--- src/rtl/l1_platform_pkg.sv ---
// Shared defaults and the SPI master state encoding for l1_platform.
package l1_platform_pkg;

  localparam int unsigned DEF_DATA_W   = 8;
  localparam int unsigned DEF_HALF_DIV = 4;

  typedef enum logic [2:0] {
    IDLE,
    SETUP,
    SHIFT,
    HOLD,
    DONE
  } master_state_e;

endpackage

--- src/rtl/l1_platform_spi_master.sv ---
// SPI mode-0 master, MSB first. One exchange per im_work_en request.
// Ports: clk, rst (async, high); work_en request; tx_data byte to send;
//        rx_data byte received; work_end completion level;
//        sclk/cs_n/mosi driven to the slave, miso from the slave.
module spi_master
  import l1_platform_pkg::*;
#(
  parameter int unsigned DATA_W   = DEF_DATA_W,
  parameter int unsigned HALF_DIV = DEF_HALF_DIV
) (
  input  logic              clk,
  input  logic              rst,
  input  logic              work_en,
  input  logic [DATA_W-1:0] tx_data,
  output logic [DATA_W-1:0] rx_data,
  output logic              work_end,
  output logic              sclk,
  output logic              cs_n,
  output logic              mosi,
  input  logic              miso
);

  localparam int unsigned CNT_W = $clog2(HALF_DIV + 1);
  localparam int unsigned TGL_W = $clog2(2 * DATA_W + 1);

  master_state_e     state_q, state_d;
  logic [CNT_W-1:0]  cnt_q, cnt_d;
  logic [TGL_W-1:0]  tgl_q, tgl_d;
  logic              sclk_q, sclk_d;
  logic              cs_n_q, cs_n_d;
  logic              end_q, end_d;
  logic [DATA_W-1:0] tx_q, tx_d;
  logic [DATA_W-1:0] rx_q, rx_d;
  logic [DATA_W-1:0] data_q, data_d;

  // Next-state and datapath for one exchange.
  always_comb begin
    state_d = state_q;
    cnt_d   = cnt_q;
    tgl_d   = tgl_q;
    sclk_d  = sclk_q;
    cs_n_d  = cs_n_q;
    end_d   = end_q;
    tx_d    = tx_q;
    rx_d    = rx_q;
    data_d  = data_q;
    case (state_q)
      IDLE: begin
        if (work_en) begin
          state_d = SETUP;
          tx_d    = tx_data;
          rx_d    = '0;
          cs_n_d  = 1'b0;
          cnt_d   = '0;
          tgl_d   = '0;
        end
      end
      SETUP: begin
        if (cnt_q == CNT_W'(HALF_DIV - 1)) begin
          state_d = SHIFT;
          cnt_d   = '0;
        end else begin
          cnt_d = cnt_q + CNT_W'(1);
        end
      end
      SHIFT: begin
        if (cnt_q == CNT_W'(HALF_DIV - 1)) begin
          cnt_d  = '0;
          sclk_d = ~sclk_q;
          tgl_d  = tgl_q + TGL_W'(1);
          // Rising toggle samples, falling toggle advances mosi.
          if (!sclk_q) rx_d = {rx_q[DATA_W-2:0], miso};
          else         tx_d = {tx_q[DATA_W-2:0], 1'b0};
          if (tgl_q == TGL_W'(2 * DATA_W - 1)) state_d = HOLD;
        end else begin
          cnt_d = cnt_q + CNT_W'(1);
        end
      end
      HOLD: begin
        // Counts one extra edge so the close-out lands on its own edge.
        if (cnt_q == CNT_W'(HALF_DIV)) begin
          state_d = DONE;
          cnt_d   = '0;
          cs_n_d  = 1'b1;
          data_d  = rx_q;
          end_d   = 1'b1;
        end else begin
          cnt_d = cnt_q + CNT_W'(1);
        end
      end
      DONE: begin
        if (!work_en) begin
          end_d   = 1'b0;
          state_d = IDLE;
        end
      end
      default: state_d = IDLE;
    endcase
  end

  // State register.
  always_ff @(posedge clk or posedge rst) begin
    if (rst) begin
      state_q <= IDLE;
      cnt_q   <= '0;
      tgl_q   <= '0;
      sclk_q  <= 1'b0;
      cs_n_q  <= 1'b1;
      end_q   <= 1'b0;
      tx_q    <= '0;
      rx_q    <= '0;
      data_q  <= '0;
    end else begin
      state_q <= state_d;
      cnt_q   <= cnt_d;
      tgl_q   <= tgl_d;
      sclk_q  <= sclk_d;
      cs_n_q  <= cs_n_d;
      end_q   <= end_d;
      tx_q    <= tx_d;
      rx_q    <= rx_d;
      data_q  <= data_d;
    end
  end

  assign sclk     = sclk_q;
  assign cs_n     = cs_n_q;
  assign mosi     = tx_q[DATA_W-1];
  assign work_end = end_q;
  assign rx_data  = data_q;

endmodule

--- src/rtl/l1_platform_spi_slave.sv ---
// SPI mode-0 slave, MSB first, oversampling sclk/cs_n on clk.
// Ports: clk, rst (async, high); work_en request level (clears work_end);
//        tx_data byte to send; rx_data byte received; work_end completion;
//        sclk/cs_n/mosi from the master, miso to the master.
module spi_slave
  import l1_platform_pkg::*;
#(
  parameter int unsigned DATA_W = DEF_DATA_W
) (
  input  logic              clk,
  input  logic              rst,
  input  logic              work_en,
  input  logic [DATA_W-1:0] tx_data,
  output logic [DATA_W-1:0] rx_data,
  output logic              work_end,
  input  logic              sclk,
  input  logic              cs_n,
  input  logic              mosi,
  output logic              miso
);

  localparam int unsigned BIT_W = $clog2(DATA_W + 1);

  logic              sclk_prev_q, sclk_prev_d;
  logic              cs_prev_q, cs_prev_d;
  logic              end_q, end_d;
  logic [BIT_W-1:0]  bits_q, bits_d;
  logic [DATA_W-1:0] tx_q, tx_d;
  logic [DATA_W-1:0] rx_q, rx_d;
  logic [DATA_W-1:0] data_q, data_d;
  logic              sclk_rise, sclk_fall, cs_fall, cs_rise;

  assign sclk_rise = sclk & ~sclk_prev_q;
  assign sclk_fall = ~sclk & sclk_prev_q;
  assign cs_fall   = ~cs_n & cs_prev_q;
  assign cs_rise   = cs_n & ~cs_prev_q;

  // Edge-driven shift/capture; completion only on a full byte.
  always_comb begin
    sclk_prev_d = sclk;
    cs_prev_d   = cs_n;
    end_d       = end_q;
    bits_d      = bits_q;
    tx_d        = tx_q;
    rx_d        = rx_q;
    data_d      = data_q;
    if (end_q && !work_en) end_d = 1'b0;
    if (cs_fall) begin
      tx_d   = tx_data;
      rx_d   = '0;
      bits_d = '0;
    end else if (!cs_n) begin
      if (sclk_rise) begin
        rx_d   = {rx_q[DATA_W-2:0], mosi};
        bits_d = bits_q + BIT_W'(1);
      end
      if (sclk_fall) tx_d = {tx_q[DATA_W-2:0], 1'b0};
    end
    if (cs_rise) begin
      bits_d = '0;
      if (bits_q == BIT_W'(DATA_W)) begin
        data_d = rx_q;
        end_d  = 1'b1;
      end else begin
        rx_d = '0;
      end
    end
  end

  // State register; cs_n history resets high so reset is not seen as a select.
  always_ff @(posedge clk or posedge rst) begin
    if (rst) begin
      sclk_prev_q <= 1'b0;
      cs_prev_q   <= 1'b1;
      end_q       <= 1'b0;
      bits_q      <= '0;
      tx_q        <= '0;
      rx_q        <= '0;
      data_q      <= '0;
    end else begin
      sclk_prev_q <= sclk_prev_d;
      cs_prev_q   <= cs_prev_d;
      end_q       <= end_d;
      bits_q      <= bits_d;
      tx_q        <= tx_d;
      rx_q        <= rx_d;
      data_q      <= data_d;
    end
  end

  assign miso     = tx_q[DATA_W-1] & ~cs_n;
  assign work_end = end_q;
  assign rx_data  = data_q;

endmodule

--- src/rtl/l1_platform.sv ---
// Loopback platform: an SPI master and SPI slave exchanging one byte each.
// Ports: clk, rst (async, high); im_work_en request; im_data_bus_master/slave
//        bytes to send; om_data_bus_master/slave bytes received;
//        om_work_end_master/slave completion levels.
module l1_platform
  import l1_platform_pkg::*;
#(
  parameter int unsigned DATA_W   = DEF_DATA_W,
  parameter int unsigned HALF_DIV = DEF_HALF_DIV
) (
  input  logic              clk,
  input  logic              rst,
  input  logic              im_work_en,
  output logic              om_work_end_master,
  output logic              om_work_end_slave,
  input  logic [DATA_W-1:0] im_data_bus_master,
  input  logic [DATA_W-1:0] im_data_bus_slave,
  output logic [DATA_W-1:0] om_data_bus_master,
  output logic [DATA_W-1:0] om_data_bus_slave
);

  logic sclk, cs_n, mosi, miso;

  spi_master #(.DATA_W(DATA_W), .HALF_DIV(HALF_DIV)) u_master (
    .clk      (clk),
    .rst      (rst),
    .work_en  (im_work_en),
    .tx_data  (im_data_bus_master),
    .rx_data  (om_data_bus_master),
    .work_end (om_work_end_master),
    .sclk     (sclk),
    .cs_n     (cs_n),
    .mosi     (mosi),
    .miso     (miso)
  );

  spi_slave #(.DATA_W(DATA_W)) u_slave (
    .clk      (clk),
    .rst      (rst),
    .work_en  (im_work_en),
    .tx_data  (im_data_bus_slave),
    .rx_data  (om_data_bus_slave),
    .work_end (om_work_end_slave),
    .sclk     (sclk),
    .cs_n     (cs_n),
    .mosi     (mosi),
    .miso     (miso)
  );

endmodule

--- config.mk ---
export PLATFORM = sky130hd
export DESIGN_NAME = l1_platform
export DESIGN_NICKNAME = d
export VERILOG_FILES = /design/src/rtl/l1_platform_pkg.sv /design/src/rtl/l1_platform_spi_master.sv /design/src/rtl/l1_platform_spi_slave.sv /design/src/rtl/l1_platform.sv
export SDC_FILE = /design/constraint.sdc
export NUM_CORES = 1
export LEC_CHECK = 0
export BUFFER_PORTS_ARGS = -buffer_cell sky130_fd_sc_hd__buf_2
export CORE_MARGIN = 8
export CORE_UTILIZATION = 34
export DETAILED_ROUTE_END_ITERATION = 7
export PLACE_DENSITY = 0.57
export SETUP_SLACK_MARGIN = 0.1
export SLEW_MARGIN = 20
export SYNTH_ARGS = -nofsm -noshare
export SYNTH_HDL_FRONTEND = slang
export SYNTH_SLANG_ARGS = --single-unit
--- constraint.sdc ---
create_clock -name clk -period 5.4 [get_ports clk]
set_input_delay 0.81 -clock clk [delete_from_list [all_inputs] [get_ports clk]]
set_output_delay 0.81 -clock clk [all_outputs]
set_load 0.01 [all_outputs]
==> run summary <==
worst-case clock buffer depth - 2
gr busiest metal - met2
post-route minimum period - 2.24 ns
worst hold endpoint - u_slave.cs_prev_q
setup skew after layout - 0.00693 ns
largest cells by area after synthesis - dfrtp_1 (51%), mux2_2 (15%), ha_1 (4.2%)
Post-Syn Area per Cell - 11.8 um^2
largest net degree at the start of global routing - 70
Crit Path Category - reg2reg
Fillers - 959
CTS root buf - clkbuf_8
row count - 36
setup bufs post-CTS - 0
Starting Density - 34.3%
CTS Sinks - 69
Max VDD drop - 0.000164 V
Final Setup Violations - 0
flops & latches, synth - 69
slew of the pin with the lowest slew margin - 0.882 ns
EDFF count, synth - 0
most frequent cells in the layout - dfrtp_1 (67), mux2_2 (43), buf_2 (36)
Nets - 346
Synth Net Count - 309
Required @ worst endpoint - 5.63 ns
CP Launch Type - flop
Syn Inst Count - 279
P&R area growth vs syn - 15.3%
crit path DAT - 2.47 ns
most common cell after layout, fill and taps aside - dfrtp_1
H-Tree Depth - 3
mean number of vias per cell - 4.72
die width - 114 um
Worst Hold Depth - 0
RSZ-0062 raised after global routing - no
met3 usage - 4.32%
number of buffers created by CTS - 9
Worst-Skew Late Latency - 0.35 ns
router iterations before antenna repair - 4
CP Max Fanout - 16
total of max-cap violations - 0
RePlAce Congestion - 0.772
layout cells sized above 1 - 33.3%
post_cts resized - 0
status - finished, final reports clean
met1 global-route usage - 12.4%
Reg clk slew, reported paths - 0.08 ns
max-slew headroom at the worst pin - 41.1%
Ports - 37
# hold bufs at CTS - 0
fin crit share - 41.4%
synth warn - 0
Synth top area share - 50.9%
Setup TNS - 0 ns
PwrDens - 500 mW/mm^2
CORE AREA - 0.00959 mm^2
sequential fraction of the synthesis area - 52.5%
RR Endpoint - u_master.rx_q[0]
Mapped Area - 0.00329 mm^2
post-DR wirelength/cell - 13.6 um
port bufs - 36
Finished Layout Cells - 454
Leak - 1.84 nW
die area - 0.0131 mm^2
GRT met2 Usage - 15.9%
Hold Crit Start - u_master.cs_n
antenna diode count - 0
fmax - 447 MHz
Final Slew Violations - 0
routed vias - 2142
final WL - 6.19 mm
total track usage - 10.3%
FFs w/ async S/R, synth - 100%
final antenna-violating net count - 0
hpwl dp - 4.22 mm
crit path capture type - flop
reg2reg start - u_master.state_q[1]
CTS tree - yes
# DRC - 0
total grt overflow - 0
HP Class - reg2reg
FF-to-FF path depth - 3
reg2reg setup slack - 3.16 ns
initial antenna violation count - 0
Hold Vio Cnt, Final - 0
hold_ws - 0.469 ns
DRT iter0 DRCs - 103
post-layout instance area - 0.00379 mm^2
placed insts - 438
Die Height - 114 um
vias in the first global route - 2215
Netlist cell types - 49
post-synth top area cell - dfrtp_1
wire length of the first global-routing pass - 10.6 mm
top_reg_cell synth - dfrtp_1
placed cell areas - 0.00359 mm^2
[where the power goes]
group	internal (mW)	switching, mW	total [mW]
combinational	0.333	0.319	0.652
clock	0.228	0.208	0.436
sequential	0.685	0.126	0.811
[cells by family after synthesis]
group	count (synthesis)	share of synthesized area, %
compound gates	51	10.9
fa+ha+maj	11	4.18
buf+inv	33	4.41
mux	55	18.5
xor+xnor	1	0.266
flops	69	52.5
simple gates	59	9.16
[routing by layer]
metal	vias up	share of wire [%]
li1	1050	-
met1	1042	48
met2	44	45
met3	6	5.9
met4	0	1.3
met5	-	0
[area by class of cell]
type	count	area (um^2)	area share [%]
Clock buffer	10	138	3.63
Clock inverter	6	70.1	1.85
Inverter	21	78.8	2.08
Multi-Input combinational cell	177	1420	37.4
Sequential cell	69	1730	45.6
Tap cell	133	166	4.39
Timing Repair Buffer	38	195	5.14
[critical path: stages, from the launching register on]
cell and delay [ns]:
dfrtp_1 0.66, or3b_1 0.62, o31a_1 0.50, mux2_4 0.35
[registers in the layout (all words and copies together), names as in the netlist, 3 cells and up]
signal and count:
u_master.cnt_q 3, u_master.tgl_q 5, u_slave.bits_q 4, u_master.rx_q 8
u_slave.rx_data 8, u_slave.tx_q 8, u_master.state_q 3, u_slave.rx_q 8
u_master.rx_data 8, u_master.tx_q 8
[synth_stat cells (2+ instances only)]
library cell and number:
a21o_1 4, o211ai_1 2, dfstp_2 2, nor3b_1 3, inv_1 21, mux2i_1 10, mux2_2 43, o22ai_1 2
nor2b_1 2, nor3_1 2, nand2b_1 7, o31ai_1 2, nor2_1 3, clkbuf_1 5, or2_2 2, dfrtp_1 67
a21oi_1 11, and3_1 3, a211oi_1 2, o32ai_1 2, nand4_1 2, nand3_1 2, nand2_1 27, buf_6 2
ha_1 11, buf_2 5, o21ai_0 13
[metrics by stage]
step                util [%]  setup slack [ns]  total power [mW]
finish                  39.6              3.16              1.90
global route            39.6              3.05              2.05
CTS                     39.6              3.15              1.93
detailed placement      37.4              3.03              1.48
global placement        37.4              3.07              1.46
floorplan                  -              2.85              1.35
[how the worst max path moves through the flow]
stage / slack (ns) / end / from
after floorplan: 2.85 / u_master.cnt_q[0] / rst
after global routing: 3.05 / u_master.rx_q[0] / u_master.state_q[1]
after global placement: 3.07 / u_master.rx_q[0] / im_work_en
after CTS: 3.15 / u_master.rx_q[0] / u_master.state_q[1]
after detailed placement: 3.03 / u_master.rx_q[0] / im_work_en
final: 3.16 / u_master.rx_q[0] / u_master.state_q[1]
Note: power is estimated with default switching activity, not from simulation.
